--- src/rtl/wb_regfile.sv ---
// Writeback register file: 2^ASIZE x DSIZE entries, two combinational read ports with
// same-cycle write bypass, entry 0 hardwired to zero, and a registered commit trace.
module wb_regfile #(
    parameter int unsigned ASIZE = 5,
    parameter int unsigned DSIZE = 32,
    parameter int unsigned CSIZE = 16
) (
    input  logic             clk,
    input  logic             rst,
    input  logic             wen,
    input  logic [ASIZE-1:0] waddr,
    input  logic [DSIZE-1:0] wdata,
    input  logic [ASIZE-1:0] raddr1,
    input  logic [ASIZE-1:0] raddr2,
    output logic [DSIZE-1:0] rdata1,
    output logic [DSIZE-1:0] rdata2,
    output logic             commit_valid,
    output logic [ASIZE-1:0] commit_addr,
    output logic [DSIZE-1:0] commit_data,
    output logic [CSIZE-1:0] commit_cnt
);

    localparam int unsigned Depth = 1 << ASIZE;

    logic [DSIZE-1:0] mem_q [Depth];
    logic             wr_hit;
    logic             commit;

    // Writes to address 0 are not real writebacks; they neither store nor count.
    assign wr_hit = wen && (waddr != '0);
    assign commit = wr_hit && !rst;

    always_ff @(posedge clk) begin
        if (rst) begin
            mem_q        <= '{default: '0};
            commit_valid <= 1'b0;
            commit_addr  <= '0;
            commit_data  <= '0;
            commit_cnt   <= '0;
        end else begin
            commit_valid <= commit;
            if (commit) begin
                mem_q[waddr] <= wdata;
                commit_addr  <= waddr;
                commit_data  <= wdata;
                commit_cnt   <= commit_cnt + CSIZE'(1);
            end
        end
    end

    // Bypass ignores rst so ID sees the in-flight value even during a reset cycle.
    always_comb begin
        rdata1 = '0;
        if (raddr1 != '0) begin
            rdata1 = (wr_hit && (waddr == raddr1)) ? wdata : mem_q[raddr1];
        end
    end

    always_comb begin
        rdata2 = '0;
        if (raddr2 != '0) begin
            rdata2 = (wr_hit && (waddr == raddr2)) ? wdata : mem_q[raddr2];
        end
    end

endmodule

--- config.mk ---
export PLATFORM = sky130hd
export DESIGN_NAME = wb_regfile
export DESIGN_NICKNAME = d
export VERILOG_FILES = /design/src/rtl/wb_regfile.sv
export SDC_FILE = /design/constraint.sdc
export NUM_CORES = 2
export LEC_CHECK = 0
export ABC_AREA = 0
export BUFFER_PORTS_ARGS = -buffer_cell sky130_fd_sc_hd__buf_2
export CORE_MARGIN = 2
export CORE_UTILIZATION = 49
export DETAILED_ROUTE_END_ITERATION = 12
export PLACE_DENSITY_LB_ADDON = 0.2
export REMOVE_ABC_BUFFERS = 1
export SLEW_MARGIN = 20
export SYNTH_ARGS = -nofsm -noshare
export SYNTH_HDL_FRONTEND = slang
export SYNTH_SLANG_ARGS = --single-unit
--- constraint.sdc ---
create_clock -name clk -period 6.5 [get_ports clk]
set_clock_uncertainty 0.05 [all_clocks]
set_input_delay 0.975 -clock clk [delete_from_list [all_inputs] [get_ports clk]]
set_output_delay 0.975 -clock clk [all_outputs]
set_load 0.05 [all_outputs]
==> key figures <==
Run status
  – Status: finished, final reports clean

Floorplanning
  – Height of the die: 337.2 µm
  – Io pins: 168
  – Initial Utilization: 0.4928
  – Die width: 337.2 µm
  – Core area: 0.1104 mm²
  – Die footprint: 0.1137 mm²
  – Row count: 122

Detailed routing
  – TritonRoute pass-1 iters: 7
  – Total number of vias: 50,970
  – Wire per inst: 28.88 µm
  – Drt initial violations: 8,151
  – Post-route ant nets: 0
  – Via density: 6.549
  – Routed Wire Length: 224,800 µm
  – Remaining DRCs: 0

STA
  – Final Slew Violations: 0
  – Final Hold Fails: 0
  – RSZ-0062 raised after global routing: false
  – Post-route clock period utilization: 0.8637
  – Peak Freq: 178.1 MHz
  – Crit path time final: 5614 ps
  – Tightest Pin Transition: 1348 ps
  – Setup-failing EPs final: 0
  – Setup_tns: 0 ps
  – Rel. slew slack: 0.1012

Logic synthesis
  – Sequential fraction of the synthesis area: 0.3968
  – Count of cell types in the netlist: 65
  – Synthesized area per cell: 8.496 µm²
  – Register bit total from synthesis: 1,078
  – Post-synth top area share: 0.3968
  – Gate Count Post-Synth: 6,401
  – Area leader, netlist: dfxtp_1
  – Yosys warns: 0
  – Post-synth ARST share: 0
  – Number of synthesized flops with an enable pin: 0
  – Top cells by area, synth: dfxtp_1 40%, mux4_2 16%, nand2_1 15%
  – Post-synth top flop: dfxtp_1
  – Synthesized area: 0.05438 mm²

Critical path
  – Critical Path RT: 5470 ps
  – Critical path arrival: 4590 ps
  – Crit path cell chain: buf_6 > or2_2 > o22ai_1 > o31ai_1 > o22a_1 > buf_2
  – Worst-path fanout max: 63
  – Worst setup EP type: output port
  – Worst path max stage delay: 1130 ps
  – Setup CP Type: in -> out
  – CP max stage cell: o31ai_1
  – CP Launch Type: input port

Clock tree
  – Clock root cell: clkbuf_16
  – Resized cells post-CTS: 0
  – # clock sinks: 1,078
  – Bufs on Longest Clock Path: 3
  – CTS tree: done
  – Reg clk slew, reported paths: 60 ps
  – Clock Latency Late Sink: 730 ps
  – Setup bufs post-CTS: 0
  – # hold bufs at CTS: 0
  – TritonCTS Buffers: 118
  – CTS HTree Levels: 3

Flow run
  – Number of max-cap violations: 0

Global routing
  – Initial antenna violation count: 7
  – Congestion Overflow GR: 0
  – Most used routing layer in global routing: met2
  – Total track usage: 0.3865
  – Met2 Use GR: 0.5756
  – GR Util met1: 0.5058
  – Number of global-route vias before repair: 47,760
  – Largest net degree at the start of global routing: 235
  – Met3 GRT Util: 0.09286
  – Global-route wire length before repair: 324,400 µm

Placed design
  – HPWL after DPL: 132,500 µm
  – Port bufs: 167
  – Cells after DPL: 7,557
  – Final Wtd Congestion: 0.9516

Final layout
  – Layout Utilization: 0.5454
  – Area Overhead vs Synth: 10.67%
  – Nets: 6,240
  – Non-Filler Instances: 7,783
  – Ratio of cells with drive above 1 in the final layout: 0.1709

Power and ir drop
  – Pwr/cell area: 252.1 mW/mm²
  – Peak VDD IR: 0.2339 mV
  – Static Leak: 0.02012 µW

Worst hold path
  – Worst Hold Class: reg -> reg
[worst max-delay path: cells and delay by family]
kind	cells	cell delay (ps)
buf+inv	2	890
compound gates	3	1810
simple gates	1	770
[Yosys cell counts, types with 32 or more instances]
cell,instances
buf_1,51
buf_2,100
mux4_2,382
o21ai_0,61
mux2_2,68
mux2i_1,231
buf_4,32
nor2_1,118
a211oi_1,35
nand2_1,2128
nor3_1,55
clkbuf_1,486
a221oi_1,51
nor2b_1,45
o22ai_1,110
dfxtp_1,1078
a21oi_1,1071
[metrics by stage]
stage	hold WS (ps)	total power [µW]	setup slack, ps	area, µm²
3_3_place_gp	389.1	8313	967.5	56190
3_5_place_dp	394.3	8321	958.7	56200
5_1_grt	418.0	15480	1096	60180
2_1_floorplan	385.5	7443	1682	51610
6_report	399.7	15180	886.2	60190
4_1_cts	403.3	15140	951.7	60170
[registers in the layout, summed over array words and instances (netlist names)]
register,flops
commit_cnt,16
commit_valid,1
commit_addr,5
commit_data,32
mem_q,1024
[power breakdown]
part           internal (µW)  switching (µW)
registers               6650            25.7
clock network           3970            2980
logic                    400            1160
total                  11000            4160
[cell type report]
| class | count | area [µm²] |
|---|---|---|
| Fill cell | 10050 | 50170 |
| Multi-Input combinational cell | 4644 | 30390 |
| Sequential cell | 1078 | 21580 |
| Clock buffer | 169 | 3407 |
| Timing Repair Buffer | 339 | 2351 |
| Tap cell | 1488 | 1862 |
| Clock inverter | 54 | 560.5 |
| Inverter | 8 | 30.03 |
| Antenna cell | 3 | 7.507 |
[cell families (layout without fill, tap and decap cells)]
group           Yosys count  in the layout  share of synthesized area
simple gates           2470           2470                     0.1802
compound gates         1470           1470                     0.1529
flops                  1078           1078                     0.3968
mux                     681            681                     0.2148
buf+inv                 679            570                    0.05153
xor+xnor                 22             22                   0.003543
fa+ha+maj                 1              1                  0.0002300
other cells               0              3                          0
[cell usage in the layout, fill, tap and decap left out, types with 18 or more instances in the layout]
cell type,count
clkbuf_1,27
o22ai_1,110
nand2b_1,20
nand2_1,2104
nor4_1,28
clkinv_2,33
nor3_1,54
a211oi_1,35
clkbuf_8,23
dfxtp_1,1078
nor2_1,86
buf_4,159
nor2b_1,43
buf_2,160
a21oi_1,1071
o21ai_0,60
a22oi_1,21
nand2_2,21
a221o_1,27
mux2i_1,231
nor2_4,31
mux2_2,68
clkbuf_16,120
a221oi_1,51
mux4_2,382
xnor2_1,18
[metal layers]
layer	vias to the layer above	share of wire
met5	-	0
met4	0	0.073
met3	858	0.13
met2	3753	0.43
met1	24470	0.36
li1	21890	-
[worst paths after layout]
check | from | end | slack, ps | depth (start not counted)
worst max register to register | commit_cnt[0]$_SDFFE_PP0P_ | commit_cnt[15]$_SDFFE_PP0P_ | 4820 | 5
worst min-delay path | commit_data[29]$_SDFFE_PP0P_ | commit_data[29]$_SDFFE_PP0P_ | 400 | 2
worst min register to register | commit_data[29]$_SDFFE_PP0P_ | commit_data[29]$_SDFFE_PP0P_ | 400 | 2
worst max-delay path | raddr1[2] | rdata1[10] | 890 | 6
Power figures use the tool's default switching activity.
